### config.mk
export PLATFORM = sky130hd
export DESIGN_NAME = tower_topk_sorter
export DESIGN_NICKNAME = d
export VERILOG_FILES = /design/src/rtl/tower_topk_sorter.sv
export SDC_FILE = /design/constraint.sdc
export NUM_CORES = 1
export LEC_CHECK = 0
export CAP_MARGIN = 30
export CORE_MARGIN = 4
export CORE_UTILIZATION = 50
export DETAILED_ROUTE_END_ITERATION = 7
export PLACE_DENSITY = 0.87
export SETUP_SLACK_MARGIN = 0.4
export SLEW_MARGIN = 25
export SYNTH_ARGS = -nofsm -noshare
export SYNTH_HDL_FRONTEND = slang
export SYNTH_SLANG_ARGS = --single-unit
### constraint.sdc
create_clock -name clk -period 4.1 [get_ports clk]
set_input_delay 1.23 -clock clk [delete_from_list [all_inputs] [get_ports clk]]
set_output_delay 1.23 -clock clk [all_outputs]
set_load 0.005 [all_outputs]
### src/rtl/tower_topk_sorter.sv
// Streaming top-K tower sorter: keeps the K highest-ET towers at/above threshold
// in a sorted register list, presented as rank-ordered flattened buses at frame end.
module tower_topk_sorter #(
  parameter int unsigned ET_W  = 10,
  parameter int unsigned E_W   = 10,
  parameter int unsigned ETA_W = 6,
  parameter int unsigned PHI_W = 6,
  parameter int unsigned K     = 8,
  parameter int unsigned CNT_W = 10
) (
  input  logic                 clk,
  input  logic                 rst,
  input  logic [ET_W-1:0]      et_threshold,
  input  logic                 in_valid,
  output logic                 in_ready,
  input  logic [ET_W-1:0]      in_et,
  input  logic [E_W-1:0]       in_e,
  input  logic [ETA_W-1:0]     in_eta,
  input  logic [PHI_W-1:0]     in_phi,
  input  logic                 in_last,
  output logic                 out_valid,
  input  logic                 out_ready,
  output logic [K*ET_W-1:0]    out_ets,
  output logic [K*E_W-1:0]     out_es,
  output logic [K*ETA_W-1:0]   out_etas,
  output logic [K*PHI_W-1:0]   out_phis,
  output logic [CNT_W-1:0]     out_count,
  output logic [CNT_W-1:0]     out_nseen,
  output logic [CNT_W-1:0]     out_nkept
);

  typedef enum logic {COLLECT, DONE} state_t;

  state_t            state, state_nx;
  logic [K-1:0]      slot_v;
  logic [ET_W-1:0]   slot_et  [K];
  logic [E_W-1:0]    slot_e   [K];
  logic [ETA_W-1:0]  slot_eta [K];
  logic [PHI_W-1:0]  slot_phi [K];
  logic [CNT_W-1:0]  n_seen, n_kept;
  logic [K-1:0]      ins_here, shift;
  logic              accept, qualified, release_frame;

  always_ff @(posedge clk or negedge rst) begin
    if (!rst) state <= COLLECT;
    else      state <= state_nx;
  end

  always_comb begin
    state_nx      = state;
    in_ready      = 1'b0;
    out_valid     = 1'b0;
    release_frame = 1'b0;
    case (state)
      COLLECT: begin
        in_ready = 1'b1;
        if (in_valid && in_last) state_nx = DONE;
      end
      DONE: begin
        out_valid = 1'b1;
        if (out_ready) begin
          release_frame = 1'b1;
          state_nx      = COLLECT;
        end
      end
      default: state_nx = COLLECT;
    endcase
  end

  assign accept    = in_valid && in_ready;
  assign qualified = accept && (in_et >= et_threshold);

  // First beaten slot takes the new tower; every slot after it shifts down one rank.
  always_comb begin
    logic found;
    logic beats;
    found    = 1'b0;
    beats    = 1'b0;
    ins_here = '0;
    shift    = '0;
    for (int unsigned i = 0; i < K; i++) begin
      beats       = !slot_v[i] || (in_et > slot_et[i]);
      ins_here[i] = beats && !found;
      shift[i]    = found;
      found       = found | beats;
    end
  end

  always_ff @(posedge clk or negedge rst) begin
    if (!rst) begin
      slot_v <= '0;
      for (int unsigned i = 0; i < K; i++) begin
        slot_et[i]  <= '0;
        slot_e[i]   <= '0;
        slot_eta[i] <= '0;
        slot_phi[i] <= '0;
      end
    end else if (release_frame) begin
      slot_v <= '0;
      for (int unsigned i = 0; i < K; i++) begin
        slot_et[i]  <= '0;
        slot_e[i]   <= '0;
        slot_eta[i] <= '0;
        slot_phi[i] <= '0;
      end
    end else if (qualified) begin
      for (int unsigned i = 0; i < K; i++) begin
        if (ins_here[i]) begin
          slot_v[i]   <= 1'b1;
          slot_et[i]  <= in_et;
          slot_e[i]   <= in_e;
          slot_eta[i] <= in_eta;
          slot_phi[i] <= in_phi;
        end
      end
      for (int unsigned i = 1; i < K; i++) begin
        if (shift[i]) begin
          slot_v[i]   <= slot_v[i-1];
          slot_et[i]  <= slot_et[i-1];
          slot_e[i]   <= slot_e[i-1];
          slot_eta[i] <= slot_eta[i-1];
          slot_phi[i] <= slot_phi[i-1];
        end
      end
    end
  end

  always_ff @(posedge clk or negedge rst) begin
    if (!rst) begin
      n_seen <= '0;
      n_kept <= '0;
    end else if (release_frame) begin
      n_seen <= '0;
      n_kept <= '0;
    end else begin
      if (accept && (n_seen != '1))    n_seen <= n_seen + 1'b1;
      if (qualified && (n_kept != '1)) n_kept <= n_kept + 1'b1;
    end
  end

  always_comb begin
    out_count = '0;
    out_ets   = '0;
    out_es    = '0;
    out_etas  = '0;
    out_phis  = '0;
    for (int unsigned i = 0; i < K; i++) begin
      out_count                   = out_count + CNT_W'(slot_v[i]);
      out_ets[i*ET_W +: ET_W]     = slot_et[i];
      out_es[i*E_W +: E_W]        = slot_e[i];
      out_etas[i*ETA_W +: ETA_W]  = slot_eta[i];
      out_phis[i*PHI_W +: PHI_W]  = slot_phi[i];
    end
  end

  assign out_nseen = n_seen;
  assign out_nkept = n_kept;

endmodule

==> impl_results.md, run 1 <==
- Status: finished, violations left
- Violated checks: design-rule violations, negative setup slack
- Worst hold start: out_nkept[5]$_DFFE_PN0P_
- Final worst slack: -0.599 ns
- CP Max Fanout: 2
- Reg2reg start: out_ets[39]$_DFFE_PN0P_
- Reg2reg setup slack: 0.97 ns
- Post-synth EDFFs: 0
- Yosys warns: 0
- Fin crit period: 4.70 ns
- Vias post-DR: 14.8k
- I/O pins: 335
- Critical path, cell by cell: fa_1 > inv_1 > fa_1 > fa_2 > inv_2 > ha_4 > inv_2 > fa_2 > inv_2 > buf_2
- Post-synthesis async set-or-reset flop share: 100%
- Crit-path max cell delay: 0.55 ns
- CTS clk-pin slew, worst paths: 0.06 ns
- Port Buf Inserts: 328
- Routability cong.: 0.954
- Combinational family with the most area after synthesis: compound AO/OA/AOI/OAI gates
- Vias in the first global route: 15.4k
- Skew final: 0.00980 ns
- Initial antenna violation count: 0
- Routed len/inst: 24.0 um
- Mux share of post-synthesis cell area: 11.3%
- Seq/Total Area, Yosys: 45.3%
- CP top delay family: adder cells
- WP data arrival: 3.47 ns
- RSZ-0062 raised after global routing: yes
- Non-filler cells, final: 2385
- Cell row count: 64
- Power per standard cell area: 590 mW/mm2
- Die Y: 185 um
- Remaining DRCs: 1
- DIE AREA: 0.0344 mm2
- Initial Utilization: 51.0%
- Hold Vio Cnt, Final: 0
- DR iter-0 viols: 1515
- Setup-failing EPs final: 4
- VDD IR-drop max: 0.452 mV
- Maximum clock path buffer count: 3
- Xor-xnor portion of the synthesized cell area: 0.557%
- # clock sinks: 285
- Final Core Density: 71.2%
- CTS tree: yes
- CP Class: flop to output port
- Hold endpoint: out_nkept[5]$_DFFE_PN0P_
- Die width: 185 um
- Count of buffer and inverter cells on the critical path: 5
- Placed cell area: 0.0202 mm2
- Cell count after synthesis: 1608
- Max-slew headroom: 46.9%
- Clk_lat worst skew: 0.57 ns
- Antenna cells: 0
- Startpoint types: flop
- Max Fclk: 213 MHz
- Post-CTS Hold Fix Bufs: 0
- Nets@finish: 2110
- CP most frequent cell: inv_2
- Tcrit/Tclk final: 115%
- Largest net degree at the start of global routing: 99
- Tot Pwr: 12.9 mW
- Dpl cells: 2302
- First-pass GRT wire length: 86600 um
- Worst min path class: flop to flop
- Area added between synthesis and finish: 39.5%
- Detailed-placement wirelength estimate: 37900 um
- Overflow after GRT: 0
- Worst slack at placement: -0.516 ns
- Hold depth: 1
- Slew Viols, Final: 0
- Detail Route Antenna Nets: 0
- Hold Slack: 0.503 ns
- Clock Tree Root: clkbuf_16
- Total leakage power: 10.2 nW
- Compound-gate portion of the synthesized area: 17.5%
- Synth Flop Type: dfrtp_1
- Simple logic cell fraction of the synthesized area: 11.0%
- Worst path required time: 2.87 ns
- DRT Pass-1 Iters: 8
- Cell area after layout: 0.0219 mm2
- Synth cell types: 54
- Share of cells above drive strength 1: 13.0%
- Slowest cell on the critical path: fa_1
- GRT Total Usage: 32.0%
- TritonCTS Buffers: 31
- Adder and majority gate portion of the synthesized area: 8.07%
- Critical path endpoint category: output port
- R2R depth: 14
- Synthesized flop and latch total: 285
- Measured slew at the worst slew-check pin: 0.796 ns
- Cell area after synthesis: 0.0157 mm2
- MaxCap Viol Count: 0
- Maximum level of the CTS H-tree: 1
- Sum of negative setup slack: -1.82 ns
- Total core area: 0.0308 mm2
- Final WL: 57300 um
- Syn_area_per_cell: 9.78 um2
- Vias per cell: 6.22
- R2R Path End: out_ets[63]$_DFFE_PN0P_
-- sequential cells by signal, summed over array words and instances, names as in the netlist --
signal,flops
out_es,80
out_etas,48
out_ets,80
out_nkept,10
out_nseen,10
out_phis,48
slot_v,8
state,1
-- worst reg2reg max path, stage by stage (launching register included) --
cell	delay, ns
dfrtp_1	0.40
inv_1	0.11
ha_1	0.34
nand4_1	0.15
buf_4	0.16
buf_4	0.12
buf_4	0.12
a21oi_1	0.19
o21ai_2	0.11
buf_6	0.14
o2111ai_4	0.08
nand2b_2	0.26
buf_4	0.41
mux2i_1	0.33
a21oi_1	0.11
-- cell type report --
class	instances	area, um2
clock buffers	43	911
clock inverters	15	241
fillers	1980	8890
inverters	103	390
multi-input cells	1082	8010
flip-flops and latches	285	7130
well taps	396	495
repair buffers	461	4760
-- logic make-up after synthesis --
family	after synthesis
XOR/XNOR	10
other	1
adder cells (fa/ha/maj)	99
multiplexers	178
buffers and inverters	246
AO/OA/AOI/OAI	409
AND/OR/NAND/NOR	380
flip-flops	285
-- cell usage in the layout (no fill, tap or decap), types with 5 or more instances in the layout --
| cell | instances |
|---|---|
| clkdlybuf4s50_1 | 313 |
| dfrtp_1 | 285 |
| buf_12 | 27 |
| buf_4 | 86 |
| clkbuf_16 | 31 |
| nand2_1 | 188 |
| buf_6 | 15 |
| xor2_1 | 5 |
| a21o_1 | 13 |
| bufinv_16 | 6 |
| o2bb2ai_1 | 32 |
| clkbuf_8 | 9 |
| nand3_1 | 46 |
| ha_1 | 86 |
| and2_0 | 27 |
| nand4_1 | 21 |
| inv_1 | 99 |
| conb_1 | 6 |
| o21ai_0 | 106 |
| nor3_1 | 5 |
| nor2b_1 | 8 |
| o31ai_1 | 96 |
| nor2_1 | 48 |
| and2_1 | 7 |
| ha_4 | 9 |
| a21oi_1 | 82 |
| mux2i_1 | 178 |
| a221o_1 | 33 |
-- synthesized netlist by cell type (all sizes together) (2+ instances only) --
cell type / number / area share (%)
dfrtp: 285 / 45
nand2: 191 / 4.6
mux2i: 178 / 11
o21ai: 110 / 3.5
inv: 103 / 2.5
o31ai: 99 / 4.7
clkbuf: 97 / 2.3
ha: 95 / 7.6
a21oi: 88 / 2.8
nor2: 48 / 1.1
nand3: 47 / 1.5
buf: 46 / 1.4
and2: 36 / 1.4
a221o: 33 / 2.1
o2bb2ai: 32 / 1.8
nand4: 21 / 0.84
a21o: 13 / 0.62
nor3: 9 / 0.36
nor2b: 8 / 0.32
a211oi: 5 / 0.24
nand2b: 5 / 0.20
o21a: 5 / 0.24
xnor2: 5 / 0.28
xor2: 5 / 0.28
fa: 4 / 0.51
a211o: 3 / 0.17
and3: 3 / 0.12
and4: 3 / 0.17
o2111ai: 3 / 0.17
o211ai: 3 / 0.14
or3: 3 / 0.12
nand3b: 2 / 0.095
nor4: 2 / 0.12
o211a: 2 / 0.13
o31a: 2 / 0.11
o41ai: 2 / 0.11
-- layer usage --
layer	part of all wire, %	track usage [%]	up-vias
met5	0	0	-
met4	6.2	16.7	0
met3	11	9.82	256
met2	46	51.7	909
met1	36	38.6	7241
li1	-	-	6417
-- worst max path at each step --
stage	from	endpoint	slack [ns]	depth (start not counted)
floorplan	slot_v[0]$_DFFE_PN0P_	out_count[2]	0.23	9
global placement	in_et[9]	out_phis[44]$_DFFE_PN0P_	-0.42	13
detailed placement	in_et[9]	out_phis[44]$_DFFE_PN0P_	-0.52	13
CTS	slot_v[3]$_DFFE_PN0P_	out_count[1]	-0.67	10
global route	slot_v[0]$_DFFE_PN0P_	out_count[1]	-0.66	10
finish	slot_v[0]$_DFFE_PN0P_	out_count[1]	-0.60	10
-- power by group --
| group | leakage, nW | internal [mW] | switching (mW) | total, mW |
|---|---|---|---|---|
| clock | 0.564 | 1.93 | 1.23 | 3.15 |
| combinational | 5.85 | 2.82 | 2.47 | 5.28 |
| sequential | 3.81 | 3.64 | 0.868 | 4.51 |
| total | 10.2 | 8.38 | 4.56 | 12.9 |
-- repair_timing --
action                     CTS  global route
cloned                       5             0
gates resized for setup     71            30
pin swaps                   22            25
buffers inserted            17             3
setup endpoints to repair  254            60
Power figures use the tool's default switching activity.
==> run 2, diff against run 1 <==
CTS_CLUSTER_DIAMETER = 40   (was default)
SLEW_MARGIN = default   (was 25)
==> impl_results.md, run 2 (synthesized netlist as in run 1, its figures left out) <==
- Die Y: 185 um
- Maximum clock path buffer count: 3
- Total leakage power: 10.5 nW
- Routed len/inst: 25.5 um
- Detailed-placement wirelength estimate: 37900 um
- Worst min path class: flop to flop
- Initial antenna violation count: 0
- First-pass GRT wire length: 88700 um
- Commonest cells after routing, fill and taps aside: clkdlybuf4s50_1 (313), dfrtp_1 (285), nand2_1 (189)
- Tot Pwr: 14.1 mW
- Total core area: 0.0308 mm2
- WP data arrival: 3.45 ns
- Setup-failing EPs final: 4
- Port Buf Inserts: 328
- TritonCTS Buffers: 46
- MaxCap Viol Count: 0
- Max-slew headroom: 44.4%
- Nets@finish: 2128
- VDD IR-drop max: 0.417 mV
- Power per standard cell area: 627 mW/mm2
- Die width: 185 um
- Fin crit period: 4.68 ns
- Vias per cell: 6.42
- Top layer in use: met4
- GRT Total Usage: 32.9%
- Slew Viols, Final: 0
- Placed cell area: 0.0202 mm2
- Vias in the first global route: 15.8k
- Vias post-DR: 15.5k
- CP Max Fanout: 2
- Worst slack at placement: -0.516 ns
- CP Class: flop to output port
- DRT Pass-1 Iters: 8
- Critical path endpoint category: output port
- Cell area after layout: 0.0225 mm2
- Final worst slack: -0.582 ns
- Dpl cells: 2302
- Antenna cells: 0
- Overflow after GRT: 0
- Detail Route Antenna Nets: 0
- Violated checks: design-rule violations, negative setup slack
- Initial Utilization: 51.0%
- Share of cells above drive strength 1: 14.5%
- # clock sinks: 285
- CTS clk-pin slew, worst paths: 0.05 ns
- Largest net degree at the start of global routing: 99
- Area added between synthesis and finish: 43.3%
- Clk_lat worst skew: 0.54 ns
- Measured slew at the worst slew-check pin: 0.835 ns
- M1 wire length: 21500 um
- I/O pins: 335
- Clock Tree Root: clkbuf_16
- Cell row count: 64
- Met2 routed WL: 28500 um
- DR iter-0 viols: 1620
- CTS tree: yes
- Skew final: 0.0258 ns
- Tcrit/Tclk final: 114%
- RSZ-0062 raised after global routing: yes
- Status: finished, violations left
- Routability cong.: 0.954
- Maximum level of the CTS H-tree: 2
- Met3 wire length: 7230 um
- Non-filler cells, final: 2413
- Remaining DRCs: 1
- Hold Vio Cnt, Final: 0
- Final Core Density: 73.1%
- Worst path required time: 2.87 ns
- DIE AREA: 0.0344 mm2
- Final WL: 61500 um
- Commonest non-fill, non-tap cell in the layout: clkdlybuf4s50_1
- Max Fclk: 214 MHz
- Startpoint types: flop
-- run 2: changes by cell type in the layout (fill, tap and decap cells not counted), sizes merged, moves of 4 or more --
cell,previous run,this run
inv,103,109
clkinv,6,10
buf,136,141
clkbuf,47,58
-- run 2: final timing paths --
| kind | depth (start not counted) | from | slack [ns] | to |
|---|---|---|---|---|
| max in group asynchronous | 2 | rst | 2.38 | out_etas[2]$_DFFE_PN0P_ |
| worst min-delay path | 2 | out_phis[15]$_DFFE_PN0P_ | 0.51 | out_phis[15]$_DFFE_PN0P_ |
| worst min register to register | 2 | out_phis[15]$_DFFE_PN0P_ | 0.51 | out_phis[15]$_DFFE_PN0P_ |
| worst max-delay path | 10 | slot_v[0]$_DFFE_PN0P_ | -0.58 | out_count[1] |
| worst max register to register | 11 | out_ets[31]$_DFFE_PN0P_ | 0.87 | out_ets[61]$_DFFE_PN0P_ |
| min in group asynchronous | 1 | rst | 0.74 | out_nseen[8]$_DFFE_PN0P_ |
-- run 2: timing repair --
action | 4_1_cts | 5_1_grt
endpoints found under the setup margin | 269 | 137
cloned | 4 | 1
hold buffers | 0 | 0
pin swaps | 20 | 43
buffers inserted | 13 | 10
resized for setup | 68 | 57
-- run 2: per-stage QoR --
| stage | hold WS (ns) | TNS (ns) |
|---|---|---|
| finish | 0.506 | -1.73 |
| floorplan | 0.482 | 0 |
| CTS | 0.506 | -1.72 |
| global placement | 0.482 | -57.12 |
| detailed placement | 0.491 | -80.55 |
| global route | 0.527 | -1.97 |
-- run 2: critical path: stages, from the launching register on --
cell     delay (ns)
dfrtp_1        0.41
fa_1           0.55
inv_1          0.07
fa_1           0.51
fa_2           0.46
inv_2          0.08
ha_4           0.14
inv_2          0.04
fa_2           0.52
inv_2          0.03
buf_2          0.11
-- run 2: final cells by class --
class / instances / area [um2]
fill: 1873 / 8300
timing repair buffer: 464 / 4830
multi-input combinational: 1082 / 8060
clock inverter: 29 / 389
clock buffer: 54 / 1240
tap: 396 / 495
inverter: 103 / 390
sequential: 285 / 7130
-- run 2: power by group --
part           leakage (nW)  internal, mW  total [mW]  switching, mW
clock network         0.796          2.68        4.14           1.45
logic                  5.87          2.84        5.45           2.61
registers              3.81          3.65        4.55          0.900
-- run 2: per-layer routing --
metal  up-vias  track usage [%]
li1       6462                -
met1      7571             38.7
met2      1104             54.1
met3       348             10.4
met4         0             17.0
met5         -                0
==> run 3, diff against run 2 <==
SLEW_MARGIN = 5   (was default)
==> results of run 3 <==
The final DEF is identical to that of run 2; final timing and power are the same.
